$ cat src/rtl/pipe_hazard_ctrl.sv
// ============================================================================
// pipe_hazard_ctrl
// ----------------------------------------------------------------------------
// Hazard, forwarding and pipeline-control unit for the five-stage
// IF/ID/EX/MEM/WB processor. It drives the enable (stall) and flush inputs of
// the pipeline registers and the EX-stage operand forwarding muxes.
//
// Parameters
//   NREG         architectural register count (RA_W = $clog2(NREG))
//   LOAD_LAT     number of load-use bubble cycles (>= 1)
//   HAS_ZERO_REG 1: register 0 is hardwired, never forwards or stalls
//   CNT_W        width of the saturating performance counters
//
// Ports
//   clk                         pipeline clock
//   rst                         asynchronous, active-low reset
//   id_valid/id_ra_used/id_rb_used, id_ra/id_rb
//                               decode-stage instruction and source operands
//   ex_valid/ex_reg_write/ex_is_load/ex_branch_taken, ex_ra/ex_rb/ex_rd
//                               EX-stage instruction status and registers
//   mem_valid/mem_reg_write/mem_is_load, mem_rd
//                               MEM-stage status and destination
//   wb_valid/wb_reg_write, wb_rd
//                               WB-stage status and destination
//   mem_busy                    data memory not ready: freeze the pipeline
//   stall_if/id/ex/mem          hold PC / IF-ID / ID-EX / EX-MEM registers
//   flush_id/ex/mem/wb          bubble IF-ID / ID-EX / EX-MEM / MEM-WB
//   forward_a/forward_b         00 regfile, 01 EX/MEM ALU, 10 MEM/WB result
//   stall_cnt/flush_cnt         saturating stall / branch-flush counters
//   ld_stall_active             FSM is in the multi-cycle load stall state
// ============================================================================
module pipe_hazard_ctrl #(
    parameter  int NREG         = 16,
    parameter  int LOAD_LAT     = 1,
    parameter  int HAS_ZERO_REG = 0,
    parameter  int CNT_W        = 16,
    localparam int RA_W         = $clog2(NREG)
) (
    input  logic             clk,
    input  logic             rst,

    input  logic             id_valid,
    input  logic             id_ra_used,
    input  logic             id_rb_used,
    input  logic [RA_W-1:0]  id_ra,
    input  logic [RA_W-1:0]  id_rb,

    input  logic             ex_valid,
    input  logic             ex_reg_write,
    input  logic             ex_is_load,
    input  logic             ex_branch_taken,
    input  logic [RA_W-1:0]  ex_ra,
    input  logic [RA_W-1:0]  ex_rb,
    input  logic [RA_W-1:0]  ex_rd,

    input  logic             mem_valid,
    input  logic             mem_reg_write,
    input  logic             mem_is_load,
    input  logic [RA_W-1:0]  mem_rd,

    input  logic             wb_valid,
    input  logic             wb_reg_write,
    input  logic [RA_W-1:0]  wb_rd,

    input  logic             mem_busy,

    output logic             stall_if,
    output logic             stall_id,
    output logic             stall_ex,
    output logic             stall_mem,
    output logic             flush_id,
    output logic             flush_ex,
    output logic             flush_mem,
    output logic             flush_wb,
    output logic [1:0]       forward_a,
    output logic [1:0]       forward_b,
    output logic [CNT_W-1:0] stall_cnt,
    output logic [CNT_W-1:0] flush_cnt,
    output logic             ld_stall_active
);

    localparam int LW = $clog2(LOAD_LAT + 1);

    typedef enum logic [0:0] {
        S_RUN      = 1'b0,
        S_LD_STALL = 1'b1
    } state_t;

    // ------------------------------------------------------------------
    // Helper functions
    // ------------------------------------------------------------------
    // Register compare; a hardwired r0 never matches anything.
    function automatic logic reg_match(input logic [RA_W-1:0] x,
                                       input logic [RA_W-1:0] rd);
        logic m;
        m = (x == rd);
        if (HAS_ZERO_REG != 0) begin
            m = m && (rd != '0);
        end
        return m;
    endfunction

    // Forward select for one EX operand. A load in MEM has no ALU result
    // worth forwarding, so it falls through to the MEM/WB check.
    function automatic logic [1:0] fwd_sel(input logic [RA_W-1:0] src);
        logic [1:0] sel;
        sel = 2'b00;
        if (mem_valid && mem_reg_write && !mem_is_load && reg_match(src, mem_rd)) begin
            sel = 2'b01;
        end else if (wb_valid && wb_reg_write && reg_match(src, wb_rd)) begin
            sel = 2'b10;
        end
        return sel;
    endfunction

    function automatic logic [CNT_W-1:0] sat_inc(input logic [CNT_W-1:0] v);
        logic [CNT_W-1:0] r;
        r = v;
        if (v != {CNT_W{1'b1}}) begin
            r = v + {{(CNT_W-1){1'b0}}, 1'b1};
        end
        return r;
    endfunction

    // ------------------------------------------------------------------
    // Registers and combinational nets
    // ------------------------------------------------------------------
    state_t           r_state;
    state_t           w_state_nxt;
    logic [LW-1:0]    r_lcnt;
    logic [LW-1:0]    w_lcnt_nxt;
    logic [CNT_W-1:0] r_stall_cnt;
    logic [CNT_W-1:0] r_flush_cnt;

    logic             w_branch;
    logic             w_lu;

    logic             w_stall_if;
    logic             w_stall_id;
    logic             w_stall_ex;
    logic             w_stall_mem;
    logic             w_flush_id;
    logic             w_flush_ex;
    logic             w_flush_mem;
    logic             w_flush_wb;

    // ------------------------------------------------------------------
    // Hazard detection
    // ------------------------------------------------------------------
    assign w_branch = ex_valid & ex_branch_taken;

    assign w_lu = id_valid & ex_valid & ex_is_load & ex_reg_write &
                  ((id_ra_used & reg_match(id_ra, ex_rd)) |
                   (id_rb_used & reg_match(id_rb, ex_rd)));

    // Forwarding is purely combinational and is not gated by reset.
    assign forward_a = fwd_sel(ex_ra);
    assign forward_b = fwd_sel(ex_rb);

    // ------------------------------------------------------------------
    // FSM: state register
    // ------------------------------------------------------------------
    always_ff @(posedge clk or negedge rst) begin
        if (!rst) begin
            r_state <= S_RUN;
            r_lcnt  <= '0;
        end else begin
            r_state <= w_state_nxt;
            r_lcnt  <= w_lcnt_nxt;
        end
    end

    // ------------------------------------------------------------------
    // FSM: next-state logic (mem_busy > branch > load-use)
    // ------------------------------------------------------------------
    always_comb begin
        w_state_nxt = r_state;
        w_lcnt_nxt  = r_lcnt;
        if (mem_busy) begin
            // Frozen: state and bubble count hold.
            w_state_nxt = r_state;
            w_lcnt_nxt  = r_lcnt;
        end else if (w_branch) begin
            // A taken branch squashes the stalled instruction anyway.
            w_state_nxt = S_RUN;
            w_lcnt_nxt  = '0;
        end else begin
            case (r_state)
                S_RUN: begin
                    // With LOAD_LAT == 1 the single bubble is produced in RUN.
                    if (w_lu && (LOAD_LAT > 1)) begin
                        w_state_nxt = S_LD_STALL;
                        w_lcnt_nxt  = LW'(LOAD_LAT - 1);
                    end
                end
                S_LD_STALL: begin
                    w_lcnt_nxt = r_lcnt - {{(LW-1){1'b0}}, 1'b1};
                    if (r_lcnt <= {{(LW-1){1'b0}}, 1'b1}) begin
                        w_state_nxt = S_RUN;
                    end
                end
                default: begin
                    w_state_nxt = S_RUN;
                    w_lcnt_nxt  = '0;
                end
            endcase
        end
    end

    // ------------------------------------------------------------------
    // FSM: output logic
    // ------------------------------------------------------------------
    always_comb begin
        w_stall_if  = 1'b0;
        w_stall_id  = 1'b0;
        w_stall_ex  = 1'b0;
        w_stall_mem = 1'b0;
        w_flush_id  = 1'b0;
        w_flush_ex  = 1'b0;
        w_flush_mem = 1'b0;
        w_flush_wb  = 1'b0;
        if (!rst) begin
            // Everything quiet while reset is asserted.
            w_stall_if = 1'b0;
        end else if (mem_busy) begin
            // Freeze IF..MEM; WB retires so a bubble is written behind it.
            w_stall_if  = 1'b1;
            w_stall_id  = 1'b1;
            w_stall_ex  = 1'b1;
            w_stall_mem = 1'b1;
            w_flush_wb  = 1'b1;
        end else if (w_branch) begin
            w_flush_id = 1'b1;
            w_flush_ex = 1'b1;
        end else if (r_state == S_LD_STALL) begin
            // New load-use detection is ignored here: EX holds a bubble.
            w_stall_if = 1'b1;
            w_stall_id = 1'b1;
            w_flush_ex = 1'b1;
        end else if (w_lu) begin
            w_stall_if = 1'b1;
            w_stall_id = 1'b1;
            w_flush_ex = 1'b1;
        end
    end

    // ------------------------------------------------------------------
    // Saturating performance counters
    // ------------------------------------------------------------------
    always_ff @(posedge clk or negedge rst) begin
        if (!rst) begin
            r_stall_cnt <= '0;
            r_flush_cnt <= '0;
        end else begin
            if (w_stall_if) begin
                r_stall_cnt <= sat_inc(r_stall_cnt);
            end
            if (w_flush_id) begin
                r_flush_cnt <= sat_inc(r_flush_cnt);
            end
        end
    end

    assign stall_if        = w_stall_if;
    assign stall_id        = w_stall_id;
    assign stall_ex        = w_stall_ex;
    assign stall_mem       = w_stall_mem;
    assign flush_id        = w_flush_id;
    assign flush_ex        = w_flush_ex;
    assign flush_mem       = w_flush_mem;
    assign flush_wb        = w_flush_wb;
    assign stall_cnt       = r_stall_cnt;
    assign flush_cnt       = r_flush_cnt;
    assign ld_stall_active = (r_state == S_LD_STALL);

endmodule

$ cat config.mk
export PLATFORM = sky130hd
export DESIGN_NAME = pipe_hazard_ctrl
export DESIGN_NICKNAME = d
export VERILOG_FILES = /design/src/rtl/pipe_hazard_ctrl.sv
export SDC_FILE = /design/constraint.sdc
export NUM_CORES = 1
export LEC_CHECK = 0
export ABC_AREA = 1
export BUFFER_PORTS_ARGS = -buffer_cell sky130_fd_sc_hd__buf_2
export CORE_MARGIN = 2
export CORE_UTILIZATION = 54
export DETAILED_ROUTE_END_ITERATION = 6
export PLACE_DENSITY = 0.86
export SYNTH_ARGS = -nofsm -noshare
export SYNTH_HDL_FRONTEND = slang
export SYNTH_SLANG_ARGS = --single-unit
$ cat constraint.sdc
create_clock -name clk -period 5.26 [get_ports clk]
set_clock_uncertainty 0.1 [all_clocks]
set_input_delay 0.789 -clock clk [delete_from_list [all_inputs] [get_ports clk]]
set_output_delay 0.789 -clock clk [all_outputs]
set_load 0.02 [all_outputs]
Yosys cells after proc, flatten, opt, wreduce, memory -nomap -nowiden
Index checks and enable logic that the tools add are counted.

Add/subtract/negate cells: 3. Equal/unequal tests: 8. Reduce and logical (&&, ||, !) cells: 12. Bitwise logic cells: 9. Muxes and demuxes: 22. Order comparisons: 1.

Operators with widths (number): 16-bit by 1-bit adder with 16-bit output, second input constant (2); 16-bit != test, second input constant (2); 4-bit equality test (6); 1-bit two-way mux (18); 2-bit two-way mux (4); 1-bit bitwise AND (7); 1-bit logical AND (7); 2-bit AND reduction (3); 2-bit nonzero test (1); 1-bit <= comparator, second input constant (1); 1-bit zero test (1); 1-bit NOT (1); 1-bit OR (1); 1-bit subtractor, second input constant (1).

Word-level logic and storage cells: 59. Output and inout bits: 45. Input bits: 43. Register bits after elaboration: 34.

Longest topological paths before layout
Word-level depth: 10. Gate-level depth with buffers: 12. Mapped depth without buffers: 11.

Worst setup path before layout
OpenSTA, ideal clock, no wires.

Kind: input -> output. Start point: input mem_is_load. End point: output forward_a[1]. Buffers on the path: 0. Setup slack: 2.339 ns. Arrival: 2.032 ns. Data required time: 4.371 ns. Stages: 3. Path through: nand3b_1 > nor4_1 > nor2_1.

Word-level cells in the longest chain between the ends: 4.

RTL lines: start: declaration (line 58) `input logic mem_is_load,`; 1-bit zero test (line 108) `if (mem_valid && mem_reg_write && !mem_is_load && reg_match(src, mem_rd)) begin`; 1-bit logical AND (2 in series) (line 108); 2-bit two-way mux (line 108); end: declaration (line 75) `output logic [1:0] forward_a,`.

No other way between the ends.

Final worst setup path
Start point: input rst. End point: output stall_id.

Word-level cells in the longest chain between the ends: 1.

RTL lines: start: declaration (line 40) `input logic rst,`; 1-bit two-way mux (line 222) `if (!rst) begin`; end: declaration (line 68) `output logic stall_id,`.

No other way between the ends.

==> flow_metrics.tcl <==
set metrics [dict create \
    status "finished, final reports clean" \
    antenna_found_initial 0 \
    vdd_drop_max_mv 0.241 \
    die-area_um2 5040 \
    clock-sinks 32 \
    synth.distinct_cells 34 \
    nets 459 \
    power.share.switching_pct 38.5 \
    hold_class "reg -> reg" \
    synth.ff_latch_count 32 \
    cts-root-buf "clkbuf_8" \
    total_power_uw 825 \
    grt_max_degree 35 \
    dr_total_vias 2403 \
    fmax_mhz 316 \
    gp_congestion 0.873 \
    required_ns 4.37 \
    netlist_area_um2 2420 \
    start_util_pct 56.0 \
    place_hpwl_um 4320 \
    tns_ns 0 \
    cp.arrival_ns 2.27 \
    path_class "in -> out" \
    routedWlPerCell_um 12.3 \
    maxSlewViolCount 0 \
    fin_crit_sh_pct 60.2 \
    p_seq_share_pct 41.4 \
    nFillCells 378 \
    hold_depth 2 \
    comb_power_share_pct 33.9 \
    max_cap_viol_count 0 \
    power.density_nw_per_um2 281 \
    grt_pass1_vias 2105 \
    hold_start "stall_cnt[13]" \
    drtIter0Drc 102 \
    drc 0 \
    clk_latency_ns 0.28 \
    setup_viol 0 \
    r2r-end "flush_cnt[8]" \
    p_sw_uw 318 \
    rsz0062_at_grt "false" \
    reg2regPathDepth 8 \
    worstSetupEndpointType "primary output" \
    worstPathMaxFanout 34 \
    start_kind "primary input" \
    io_pins 88 \
    post_cts_buffers 0 \
    internal_power_uw 507 \
    htree_levels 2 \
    leakage_nw 1.62 \
    avgSynthCellArea_um2 7.32 \
    synth_top_area_share_pct 33.0 \
    path_clk_slew_ns 0.06 \
    core_um2 4320 \
    ant_nets 0 \
    multi_input_area_um2 1400 \
    seq_area_um2 801 \
    yosysWarnings 0 \
    dr.pass1.iters 4 \
    num_rows 24 \
    synthCells 331 \
    drive_gt1_share_pct 30.0 \
    antennaDiodeCount 0 \
    routed_via_density 5.16 \
    portBuffers 85 \
    min_to "stall_cnt[13]" \
    rrSetupSlack_ns 3.22 \
    grt_first_pass_wirelength_um 9110 \
    grt.total_usage_pct 22.3 \
    clock_power_share_pct 24.6 \
    clk_path_buf_depth 2 \
    grt_overflow_total 0 \
    ys_seq_area_share_pct 33.0 \
    tightest_slew_ns 0.748 \
    numCtsBuffers 5 \
    reg2reg_from "flush_cnt[0]" \
    die_w_um 71.0 \
    max_slew_margin_pct 50.1 \
    routed_wl_um 5740 \
    cts.repair.resized 0 \
    hold_buffers 0 \
    synth_area_leaders "dfrtp_1 (33%), nand2_1 (15%), xor2_1 (8.3%), nand3_1 (7.2%), inv_1 (5.4%)" \
    fp.dieH_um 71.0 \
    synth_area_leader_cell "dfrtp_1" \
    period_minus_slack_ns 3.16 \
    cts_tree "yes" \
    hold_violations 0 \
    area_growth_pct 20.9 \
]
metal layers:
layer,vias to the layer above,GRT usage [%],share of wire [%]
li1,1208,-,-
met1,1111,27.8,43
met2,78,37.7,49
met3,6,4.99,7.5
met4,0,9.01,1.1
met5,-,0,0
logic make-up after synthesis:
kind of cell	synth area share, %
compound gates	5.58
xor+xnor	13.4
fa+ha+maj	1.03
buf+inv	9.34
flops	33.0
other cells	0.155
simple gates	37.5
critical path: stages:
cell and delay [ns]:
buf_2 0.58, inv_1 0.13, nor2_1 0.12, nand3_1 0.10, nand2_2 0.31, buf_2 0.24
area by class of cell:
type / instances / area share (%)
Clock buffer: 7 / 3.29
Multi-Input combinational cell: 252 / 47.8
Timing Repair Buffer: 85 / 14.5
Tap cell: 52 / 2.22
Inverter: 38 / 4.87
Sequential cell: 32 / 27.3
placed cells by master (no fill, tap or decap), types with 2 or more instances in the layout:
cell type / synthesis / final
nand2_1: 94 / 94
buf_2: 1 / 85
inv_1: 35 / 35
nand3_1: 35 / 35
dfrtp_1: 32 / 32
nor2_1: 30 / 30
xor2_1: 23 / 23
xnor2_1: 14 / 14
o21ai_2: 10 / 10
nand2_2: 9 / 9
nor3_1: 8 / 8
clkbuf_8: 0 / 7
inv_2: 3 / 3
nand4_1: 3 / 3
o21ai_0: 3 / 3
nor3_2: 3 / 3
nor4_1: 2 / 2
ha_1: 2 / 2
conb_1: 1 / 2
power groups by stage:
stage | sequential (mW) | combinational [mW] | clock (mW)
6_report | 0.342 | 0.280 | 0.203
2_1_floorplan | 0.388 | 0.144 | 0
5_1_grt | 0.349 | 0.306 | 0.216
3_5_place_dp | 0.345 | 0.280 | 0
3_3_place_gp | 0.344 | 0.273 | 0
4_1_cts | 0.341 | 0.282 | 0.207
synth_stat cells:
library cell / instances
nand2_1: 94
inv_1: 35
nand3_1: 35
dfrtp_1: 32
nor2_1: 30
xor2_1: 23
xnor2_1: 14
o21ai_2: 10
nand2_2: 9
nor3_1: 8
buf_4: 6
buf_6: 3
inv_2: 3
nand4_1: 3
nor3_2: 3
o21ai_0: 3
ha_1: 2
nor4_1: 2
a211oi_1: 1
a21oi_1: 1
and3_1: 1
buf_2: 1
conb_1: 1
nand2_4: 1
nand3_4: 1
nand3b_1: 1
nand4_2: 1
nand4_4: 1
nor2_4: 1
nor3_4: 1
o2111ai_1: 1
o21ai_1: 1
o22ai_1: 1
or2_2: 1
registers in the layout (all words and copies together), names as in the netlist:
signal     count
stall_cnt     16
flush_cnt     16
how the worst max path moves through the flow:
stage,depth (start not counted),slack (ns),to,start
floorplan,3,2.34,forward_a[1],mem_is_load
global placement,6,2.11,stall_if,rst
global route,6,1.87,stall_if,rst
detailed placement,6,2.07,stall_id,rst
finish,6,2.10,stall_id,rst
CTS,6,2.07,stall_id,rst
stage by stage:
| stage | util, % | setup slack (ns) | area, um2 | hold WS, ns | instances |
|---|---|---|---|---|---|
| floorplan | - | 2.34 | 2430 | 0.393 | 332 |
| global placement | 65.5 | 2.11 | 2830 | 0.401 | 459 |
| detailed placement | 65.5 | 2.07 | 2830 | 0.408 | 459 |
| CTS | 67.8 | 2.07 | 2930 | 0.423 | 466 |
| global route | 67.8 | 1.87 | 2930 | 0.447 | 466 |
| finish | 67.8 | 2.10 | 2930 | 0.421 | 466 |
(Power assumes the default switching activity.)
